--- src/rtl/vram_dma.sv ---
// vram_dma: copies 32-bit words from main memory into VRAM32.
// The CPU programs SRC/DST/LEN, then starts a copy either immediately or on
// the next frame-drawn interrupt so updates can land in vertical blanking.
module vram_dma #(
    parameter int unsigned ADDR_W = 27,
    parameter int unsigned VRAM_W = 14
) (
    input  logic              clk,
    input  logic              nreset,
    input  logic              cfg_we,
    input  logic [1:0]        cfg_addr,
    input  logic [31:0]       cfg_data,
    input  logic              frameDrawn,
    output logic              mem_req,
    output logic [ADDR_W-1:0] mem_addr,
    input  logic              mem_ack,
    input  logic [31:0]       mem_q,
    output logic              vram32_we,
    output logic [VRAM_W-1:0] vram32_waddr,
    output logic [31:0]       vram32_d,
    output logic              busy,
    output logic [VRAM_W-1:0] remaining,
    output logic              done_irq
);

    typedef enum logic [2:0] {
        StIdle,
        StWaitFrame,
        StRead,
        StWrite,
        StDone
    } state_e;

    state_e state_q, state_d;

    // Programmed registers and working copies
    logic [ADDR_W-1:0] src_q, src_ptr_q;
    logic [VRAM_W-1:0] dst_q, dst_ptr_q;
    logic [VRAM_W-1:0] len_q, remaining_q;
    logic [31:0]       data_q;
    logic              abort_q, abort_d;

    // Frame interrupt crossing: two sync flops, one history flop, registered edge
    logic fd_s1_q, fd_s2_q, fd_s3_q, frame_evt_q;

    logic cfg_ctrl, ctrl_start, ctrl_sync, ctrl_abort;
    logic unused_cfg;

    assign cfg_ctrl   = cfg_we && (cfg_addr == 2'd3);
    assign ctrl_start = cfg_ctrl && cfg_data[0];
    assign ctrl_sync  = cfg_data[1];
    assign ctrl_abort = cfg_ctrl && cfg_data[2];
    assign unused_cfg = ^cfg_data;

    // Synchronize frameDrawn into clk and turn its rising edge into a one-cycle event
    always_ff @(posedge clk) begin
        if (!nreset) begin
            fd_s1_q     <= 1'b0;
            fd_s2_q     <= 1'b0;
            fd_s3_q     <= 1'b0;
            frame_evt_q <= 1'b0;
        end else begin
            fd_s1_q     <= frameDrawn;
            fd_s2_q     <= fd_s1_q;
            fd_s3_q     <= fd_s2_q;
            frame_evt_q <= fd_s2_q & ~fd_s3_q;
        end
    end

    // State register
    always_ff @(posedge clk) begin
        if (!nreset) begin
            state_q <= StIdle;
        end else begin
            state_q <= state_d;
        end
    end

    // Next-state logic; abort in READ is remembered until the pending ack returns
    always_comb begin
        state_d = state_q;
        abort_d = 1'b0;
        unique case (state_q)
            StIdle: begin
                if (ctrl_start) begin
                    if (ctrl_sync) begin
                        state_d = StWaitFrame;
                    end else if (len_q == '0) begin
                        state_d = StDone;
                    end else begin
                        state_d = StRead;
                    end
                end
            end
            StWaitFrame: begin
                if (ctrl_abort) begin
                    state_d = StIdle;
                end else if (frame_evt_q) begin
                    state_d = (remaining_q == '0) ? StDone : StRead;
                end
            end
            StRead: begin
                abort_d = (abort_q || ctrl_abort) && !mem_ack;
                if (mem_ack) begin
                    state_d = (abort_q || ctrl_abort) ? StIdle : StWrite;
                end
            end
            StWrite: begin
                if (ctrl_abort) begin
                    state_d = StIdle;
                end else if (remaining_q == VRAM_W'(1)) begin
                    state_d = StDone;
                end else begin
                    state_d = StRead;
                end
            end
            StDone: begin
                state_d = StIdle;
            end
            default: begin
                state_d = StIdle;
            end
        endcase
    end

    // Register port, working pointers and captured read data
    always_ff @(posedge clk) begin
        if (!nreset) begin
            src_q       <= '0;
            dst_q       <= '0;
            len_q       <= '0;
            src_ptr_q   <= '0;
            dst_ptr_q   <= '0;
            remaining_q <= '0;
            data_q      <= '0;
            abort_q     <= 1'b0;
        end else begin
            if ((state_q == StIdle) && cfg_we) begin
                case (cfg_addr)
                    2'd0:    src_q <= cfg_data[ADDR_W-1:0];
                    2'd1:    dst_q <= cfg_data[VRAM_W-1:0];
                    2'd2:    len_q <= cfg_data[VRAM_W-1:0];
                    default: ;
                endcase
            end
            if ((state_q == StIdle) && ctrl_start) begin
                src_ptr_q   <= src_q;
                dst_ptr_q   <= dst_q;
                remaining_q <= len_q;
            end
            if ((state_q == StRead) && mem_ack) begin
                data_q <= mem_q;
            end
            if (state_q == StWrite) begin
                src_ptr_q   <= src_ptr_q + 1'b1;
                dst_ptr_q   <= dst_ptr_q + 1'b1;
                remaining_q <= remaining_q - 1'b1;
            end
            abort_q <= abort_d;
        end
    end

    // Moore outputs decoded from the state
    always_comb begin
        mem_req   = (state_q == StRead);
        vram32_we = (state_q == StWrite);
        busy      = (state_q != StIdle);
        done_irq  = (state_q == StDone);
    end

    assign mem_addr     = src_ptr_q;
    assign vram32_waddr = dst_ptr_q;
    assign vram32_d     = data_q;
    assign remaining    = remaining_q;

endmodule

--- config.mk ---
export PLATFORM = sky130hd
export DESIGN_NAME = vram_dma
export DESIGN_NICKNAME = d
export VERILOG_FILES = /design/src/rtl/vram_dma.sv
export SDC_FILE = /design/constraint.sdc
export NUM_CORES = 1
export LEC_CHECK = 0
export CAP_MARGIN = 20
export CORE_ASPECT_RATIO = 1.1
export CORE_MARGIN = 1.5
export CORE_UTILIZATION = 53
export DETAILED_ROUTE_END_ITERATION = 8
export PLACE_DENSITY = 0.85
export SLEW_MARGIN = 20
export SYNTH_ARGS = -nofsm -noshare
export SYNTH_HDL_FRONTEND = slang
export SYNTH_SLANG_ARGS = --single-unit
--- constraint.sdc ---
create_clock -name clk -period 4.8 [get_ports clk]
set_input_delay 0.96 -clock clk [delete_from_list [all_inputs] [get_ports clk]]
set_output_delay 0.96 -clock clk [all_outputs]
set_load 0.005 [all_outputs]
Word level (Yosys, flattened, before mapping)

Cells that the tools add are included.

Register bits: 150
Latch bits: 0
Memory bits (writable): 0
Bits in read-only memories: 0
Bits of input ports: 71
Logic and storage cells: 66
Memories kept: 0

Add/subtract/negate cells: 3
$mul: 0
Div/mod/pow operators: 0
Order comparisons: 0
Equality and inequality tests: 11
Shift-type cells: 0
Muxes and demuxes: 17
Bitwise operators: 2
Reduce and logical (&&, ||, !) cells: 20

Operators with widths:

| kind                    | count |
|---|---|
| $mux W14                | 4 |
| $mux W27                | 2 |
| $logic_not A14 Y1       | 2 |
| $add A27 B1 Y27 const B | 1 |
| $mux W3                 | 9 |
| $add A14 B1 Y14 const B | 1 |
| $eq A14 B1 Y1 const B   | 1 |
| $sub A14 B1 Y14 const B | 1 |
| $pmux W3 S4             | 1 |
| $reduce_and A2 Y1       | 4 |
| $logic_and A1 B1 Y1     | 7 |
| $eq A3 B2 Y1 const B    | 2 |
| $eq A2 B2 Y1 const B    | 2 |
| $eq A3 B1 Y1 const B    | 1 |
| $eq A3 B3 Y1 const B    | 1 |
| $logic_not A3 Y1        | 1 |
| $ne A3 B3 Y1 const B    | 1 |
| $reduce_and A3 Y1       | 1 |
| $reduce_bool A3 Y1      | 1 |
| $eq A2 B1 Y1 const B    | 1 |
| $logic_not A2 Y1        | 1 |
| $mux W2                 | 1 |
| $ne A2 B1 Y1 const B    | 1 |
| $ne A2 B2 Y1 const B    | 1 |
| other kinds (5)         | 5 |

Depth between registers and ports, before layout

Gate-level depths: netlist of run 1.

Depth after elaboration: 7
Mapped depth: 10
Mapped depth without buffers: 6

Least setup slack after synthesis of run 1

No wires, ideal clock.

Path type: input-to-reg
From: input cfg_we
To: register src_ptr_q[12], in the netlist mem_addr[12]
Arrival time: 1.915 ns
Required time: 4.672 ns
Slack: 2.757 ns
Stages: 7
Cell sequence: nand4_1 or2_1 clkbuf_2 buf_2 buf_2 a31oi_1 nor2_1

Cells in the longest elaborated chain, start to end: 4

RTL lines:

| element                      | RTL line | RTL |
|---|---|---|
| start: declaration           | 10       | `input logic cfg_we,` |
| $logic_and A1 B1 Y1          | 49       | `assign cfg_ctrl = cfg_we && (cfg_addr == 2'd3);` |
| $logic_and A1 B1 Y1          | 50       | `assign ctrl_start = cfg_ctrl && cfg_data[0];` |
| $logic_and A1 B1 Y1          | 146      | `if ((state_q == StIdle) && ctrl_start) begin` |
| $reduce_bool A2 Y1 (no line) | --       |  |
| end signal: assignment       | 147      | `src_ptr_q <= src_q;` |
| end signal: assignment       | 155      | `src_ptr_q <= src_ptr_q + 1'b1;` |
| end: declaration             | 37       | `logic [ADDR_W-1:0] src_q, src_ptr_q;` |

Every way passes these cells.
A chain may end at the register's enable or synchronous reset.

Worst setup path after layout of run 1

From: register state_q[1]
To: output vram32_we

Cells in the longest elaborated chain, start to end: 1

RTL lines:

| element                  | RTL line | RTL |
|---|---|---|
| start: declaration       | 34       | `state_e state_q, state_d;` |
| start signal: assignment | 73       | `state_q <= StIdle;` |
| start signal: assignment | 75       | `state_q <= state_d;` |
| $eq A3 B2 Y1             | 166      | `vram32_we = (state_q == StWrite);` |
| end: declaration         | 18       | `output logic vram32_we,` |

Every way passes these cells.

==> impl_metrics.ini, run 1 <==
[floorplanning]
number_of_cell_rows = 42
die_height_um = 119
design.core.area_sq_um = 12000
io_pins = 162
die-width_um = 108
die_area_sq_um = 12900
initial_core_util_pct = 54.0

[timing]
grt_setup_unrepaired = no
tightestPinTransition_ns = 1.02
final.setup.tns_ns = 0
finalMaxSlewViolations = 0
count_of_final_hold_check_violations = 0
worst_clock_skew_ns = 0.00479
max_slew_margin_pct = 31.7
holdWs_ns = 0.389
final_period_util_pct = 64.6
max_clock_freq_mhz = 322
post-route-min-period_ns = 3.10
setup-violations-final = 0

[cts]
cts_num_sinks = 150
worst_setup_hold_path_clk_slew_ns = 0.06
postCtsResizedCells = 0
worst_skew_pair.late_latency_ns = 0.42
post-cts-setup-buffer-count = 0
tritoncts.num_buffers = 17
h-tree-depth = 4
cts.root.buffer_cell = sky130_fd_sc_hd__clkbuf_16
cts.hold.buffers_added = 0
tritoncts = built
max-clock-path-buffers = 2

[worst_setup_path]
worst_setup_path_endpoint = vram32_we
cp_num_cells = 4
critPathTopFamily = buffers and inverters
worstReg2RegStart = state_q[2]
critPathLaunchType = register
setup.worst_path.end_class = output port
critPathLaunch = state_q[1]
cp_slowest_cell = sky130_fd_sc_hd__dfxtp_1
reg2reg_slack_ns = 2.43
regToRegEndpoint = mem_addr[26]
cpPeakStageDelay_ns = 0.58
worstRegToRegCells = 6
crit_type = register to output port
critical_path_peak_fanout = 29
crit_chain = nand3b_2 -> buf_4 -> inv_6 -> clkdlybuf4s50_1
required_time_worst_endpoint_ns = 3.84
critPathBufInv = 3
critical_path_arrival_ns = 2.14

[power]
clockPowerShare_pct = 45.1
power.ir.vdd_worst_mv = 0.221
pwr_density_cell_nw_per_um2 = 316
pwr-share-seq_pct = 47.7
p_sw_mw = 0.603
combinational_power_share_pct = 7.2
switching_share_pct = 22.2
leakage_power_of_the_design_nw = 3.02
intPower_mw = 2.11

[synthesis]
synth-main-ff-cell = sky130_fd_sc_hd__dfxtp_1
synth_top_area_cell = sky130_fd_sc_hd__dfxtp_1
synth.distinct_cells = 63
ys_seq_area_share_pct = 46.4
async_reset_ff_share_pct = 0
synth_seq_cells = 150
synth.top_cells.by_count = sky130_fd_sc_hd__nand2_1, sky130_fd_sc_hd__dfxtp_1, sky130_fd_sc_hd__a21oi_1
post_synth_instance_area_sq_um = 6470
netlist.area_leader.share_pct = 46.4
synthCells = 805
postSynthNetCount = 880
number_of_enable_flip_flop_cells_after_synthesis = 0
ys.warnings.count = 0
syn-mean-instance-area_sq_um = 8.04
synth.most_common_cell = sky130_fd_sc_hd__nand2_1
ys_top_cells_by_area = sky130_fd_sc_hd__dfxtp_1, sky130_fd_sc_hd__nand2_1, sky130_fd_sc_hd__a21oi_1

[global_route]
grt_usage_pct = 27.8
wire_length_of_the_first_global_routing_pass_um = 28200
antenna_found_initial = 0
grt_pass1_vias = 5738
globalRoute.totalOverflow = 0
grt_start_max_net_pins = 63

[final_layout]
layout.core_utilization_pct = 71.5
finalInstanceArea_sq_um = 8570
fin_nets = 1008
final_non_filler_cell_total = 1099
layout-area-overhead-vs-synth_pct = 32.4
fraction_of_final_layout_cells_sized_beyond_drive_strength_1_pct = 5.71
antenna-diode-count = 0

[hold_path]
min_path_type = register to register

[placed_design]
dp.final_hpwl_um = 11700
placement.cell_area_sq_um = 8030
routabilityCongestion = 0.887
numPortBuffers = 156
numPlacedInstances = 1068

[detailed_routing]
route.detailed.wl_per_inst_um = 16.1
postRouteAntennaNets = 0
avgViaCountPerCell = 5.78
drt_first_iter_violations = 528
wirelength_um = 17700
drtPass1Iterations = 5
routed-via-count = 6353
route.detailed.drc = 0

[flow_run]
maxCapViolCount = 0

[run_status]
run_status = finished clean
worst min path at each step:
stage               startpoint     endpoint  cells past startpoint
CTS                    fd_s3_q  frame_evt_q                      1
global route           fd_s3_q  frame_evt_q                      1
detailed placement     fd_s3_q  frame_evt_q                      1
floorplan              fd_s3_q  frame_evt_q                      1
finish                 fd_s3_q  frame_evt_q                      1
global placement       fd_s3_q  frame_evt_q                      1
routing by layer:
layer / vias to the layer above / GRT usage [%] / routed length, um / part of all wire (%)
li1: 3084 / - / - / -
met1: 2965 / 35.6 / 7540 / 43
met2: 264 / 44.2 / 8450 / 48
met3: 40 / 6.95 / 1240 / 7.0
met4: 0 / 12.3 / 495 / 2.8
met5: - / 0 / 0 / 0
state kept, by name (all words and copies together), names as in the netlist:
signal	count
mem_addr	27
remaining	14
dst_q	14
src_q	27
state_q	3
vram32_d	32
fd_s3_q	1
len_q	14
vram32_waddr	14
fd_s1_q	1
fd_s2_q	1
frame_evt_q	1
abort_q	1
cell usage in the layout (no fill, tap or decap), types with 4 or more instances in the layout:
cell / count
sky130_fd_sc_hd__and3_1: 15
sky130_fd_sc_hd__nand2_1: 185
sky130_fd_sc_hd__buf_4: 6
sky130_fd_sc_hd__o211ai_1: 5
sky130_fd_sc_hd__o21ai_0: 19
sky130_fd_sc_hd__clkdlybuf4s50_1: 156
sky130_fd_sc_hd__nor2_1: 57
sky130_fd_sc_hd__nor3_1: 12
sky130_fd_sc_hd__a211oi_1: 6
sky130_fd_sc_hd__ha_1: 4
sky130_fd_sc_hd__nor4_1: 11
sky130_fd_sc_hd__a31oi_1: 10
sky130_fd_sc_hd__a311oi_1: 6
sky130_fd_sc_hd__clkbuf_16: 17
sky130_fd_sc_hd__clkbuf_8: 6
sky130_fd_sc_hd__a2bb2oi_1: 6
sky130_fd_sc_hd__inv_1: 8
sky130_fd_sc_hd__dfxtp_1: 150
sky130_fd_sc_hd__and4_1: 4
sky130_fd_sc_hd__nand4_1: 13
sky130_fd_sc_hd__nand3_1: 33
sky130_fd_sc_hd__and2_1: 7
sky130_fd_sc_hd__mux2i_1: 16
sky130_fd_sc_hd__a21oi_1: 120
sky130_fd_sc_hd__nor3b_1: 4
sky130_fd_sc_hd__clkbuf_1: 6
kinds of logic (layout without fill, tap and decap cells):
group                    Yosys count  count (layout)  synth area share (%)
XOR/XNOR                           1               1                 0.135
AO/OA/AOI/OAI                    201             201                  18.6
buffers and inverters             64             204                  4.66
flip-flops                       150             150                  46.4
AND/OR/NAND/NOR                  365             365                  26.2
adder cells (fa/ha/maj)            4               4                 0.773
multiplexers                      20              20                  3.23
through the flow:
step | power (mW) | setup slack (ns)
floorplan | 1.41 | 2.76
global placement | 1.51 | 1.77
detailed placement | 1.51 | 1.73
CTS | 2.72 | 1.70
global route | 2.80 | 1.63
finish | 2.71 | 1.70
power by group through the flow:
stage / clock network (mW) / registers (mW) / logic (mW)
5_1_grt: 1.30 / 1.29 / 0.212
4_1_cts: 1.23 / 1.29 / 0.195
3_5_place_dp: 0 / 1.32 / 0.193
6_report: 1.22 / 1.29 / 0.196
2_1_floorplan: 0 / 1.31 / 0.0938
3_3_place_gp: 0 / 1.32 / 0.191
layout make-up:
cell class | instances | area, sq um
clock buffer | 29 | 531
fill | 935 | 3410
multi-input combinational | 591 | 3180
clock inverter | 2 | 12.5
timing repair buffer | 162 | 1610
sequential | 150 | 3000
inverter | 11 | 48.8
tap | 154 | 193
Power figures use the tool's default switching activity.
==> inputs of run 2 (changes only) <==
CORE_UTILIZATION = 49   (was 53)
PLACE_DENSITY = 0.8   (was 0.85)
clock period = 3.1 ns   (was 4.8 ns; I/O delays follow)
==> run 2 against run 1 <==
Compared with the run above:
- non-clock buffer count up 7
- clock power rose by 51%
- count of clock-buffer cells in the layout fell by 2
- the run now ends with design-rule violations left
- sequential share of layout area is 0.29 points lower
- clock skew down 0.0015 ns
- core utilization fell by 3.7 points
- worst setup slack got worse by 1.2 ns
- wire length rose by 0.55%
- sequential cell count unchanged
- cell area grew 0.85%
- combinational power grew 59%
- first-iteration DRC count is 12% lower
==> impl_metrics.ini, run 2 (synthesis results as in run 1) <==
[global_route]
grt_start_max_net_pins = 56
grt_usage_pct = 26.2
wire_length_of_the_first_global_routing_pass_um = 29100
antenna_found_initial = 0
grt_pass1_vias = 5963
globalRoute.totalOverflow = 0

[power]
report.power.total_mw = 4.15
pwr_density_cell_nw_per_um2 = 480
power.ir.vdd_worst_mv = 0.285
leakage_power_of_the_design_nw = 3.06

[timing]
setup_slack_ns = 0.448
worst_clock_skew_ns = 0.00324
finalMaxSlewViolations = 0
max_clock_freq_mhz = 377
tightestPinTransition_ns = 0.913
count_of_final_hold_check_violations = 0
setup-violations-final = 0
grt_setup_unrepaired = no
max_slew_margin_pct = 39.0
final_period_util_pct = 85.5
post-route-min-period_ns = 2.65
final.setup.tns_ns = 0

[worst_setup_path]
regToRegEndpoint = mem_addr[13]
reg2reg_slack_ns = 0.71
worstRegToRegCells = 6
crit_type = register to output port
required_time_worst_endpoint_ns = 2.48
critical_path_peak_fanout = 10
critPathLaunchType = register
critical_path_arrival_ns = 2.03
setup.worst_path.end_class = output port
worstReg2RegStart = state_q[1]

[detailed_routing]
routed-via-count = 6340
route.detailed.drc = 8
wirelength_um = 17800
drtPass1Iterations = 9
drt_first_iter_violations = 466
route.detailed.wl_per_inst_um = 16.1
postRouteAntennaNets = 0
avgViaCountPerCell = 5.72

[floorplanning]
initial_core_util_pct = 50.8
number_of_cell_rows = 43
io_pins = 162
die-width_um = 113
design.core.area_sq_um = 12800
die_area_sq_um = 13900
die_height_um = 124

[cts]
tritoncts = built
max-clock-path-buffers = 2
worst_setup_hold_path_clk_slew_ns = 0.06
cts.root.buffer_cell = sky130_fd_sc_hd__clkbuf_16
h-tree-depth = 4
postCtsResizedCells = 0
cts.hold.buffers_added = 0
cts_num_sinks = 150
worst_skew_pair.late_latency_ns = 0.42
tritoncts.num_buffers = 17
post-cts-setup-buffer-count = 0

[hold_path]
timing.hold.worst_path_depth = 1
holdCritStartpoint = fd_s3_q
hold_end = frame_evt_q
min_path_type = register to register

[placed_design]
dp_worst_setup_slack_ns = 0.562
dp.final_hpwl_um = 12100
numPortBuffers = 156
routabilityCongestion = 0.833
placement.cell_area_sq_um = 8120

[final_layout]
layout-area-overhead-vs-synth_pct = 33.5
number_of_flip_flops_in_the_largest_register = 32
layout_common_cells = sky130_fd_sc_hd__nand2_1, sky130_fd_sc_hd__clkdlybuf4s50_1, sky130_fd_sc_hd__dfxtp_1
fraction_of_final_layout_cells_sized_beyond_drive_strength_1_pct = 6.20
finalInstanceArea_sq_um = 8640
antenna-diode-count = 0
fin_nets = 1015
most_common_library_cell_in_the_layout_ignoring_fill_and_taps = sky130_fd_sc_hd__nand2_1

[run_status]
failing_checks = design-rule violations
run_status = finished with violations

[flow_run]
maxCapViolCount = 0
run 2: worst max-delay path by stage:
| stage | to | slack (ns) | from | cells after the start |
|---|---|---|---|---|
| floorplan | vram32_waddr[7] | 1.34 | state_q[2] | 6 |
| detailed placement | len_q[1] | 0.56 | cfg_addr[0] | 5 |
| finish | mem_req | 0.45 | state_q[1] | 2 |
| global route | mem_req | 0.31 | state_q[1] | 2 |
| global placement | len_q[0] | 0.62 | cfg_addr[0] | 5 |
| CTS | mem_req | 0.44 | state_q[1] | 2 |
run 2: metrics by stage:
step           utilization, %  hold slack [ns]  std cells
5_1_grt                  67.8            0.428       1109
4_1_cts                  67.8            0.390       1109
3_5_place_dp             63.7            0.377       1078
6_report                 67.8            0.391       1109
2_1_floorplan               -            0.367        805
3_3_place_gp             63.7            0.383       1078
run 2: cell type report:
| cell class | instances | area, sq um |
|---|---|---|
| Inverter | 11 | 48.8 |
| Sequential cell | 150 | 3000 |
| Clock inverter | 4 | 20.0 |
| Multi-Input combinational cell | 591 | 3170 |
| Timing Repair Buffer | 169 | 1700 |
| Clock buffer | 27 | 503 |
| Tap cell | 157 | 196 |
| Fill cell | 1038 | 4110 |
run 2: critical path, cell delays in order, from the launching register on:
cell and delay [ns]:
sky130_fd_sc_hd__dfxtp_1 0.58, sky130_fd_sc_hd__nor3b_1 0.42, sky130_fd_sc_hd__clkdlybuf4s50_1 0.62
run 2: power by group:
group | internal [mW] | switching [mW] | leakage, nW | total (mW)
combinational | 0.156 | 0.154 | 1.58 | 0.311
clock | 1.10 | 0.742 | 0.261 | 1.84
sequential | 1.97 | 0.0318 | 1.21 | 2.00
run 2: metal layers:
| layer | global-route usage (%) | routed length [um] |
|---|---|---|
| met5 | 0 | 0 |
| met4 | 11.6 | 426 |
| met3 | 5.59 | 874 |
| met2 | 44.5 | 8730 |
| met1 | 32.2 | 7800 |
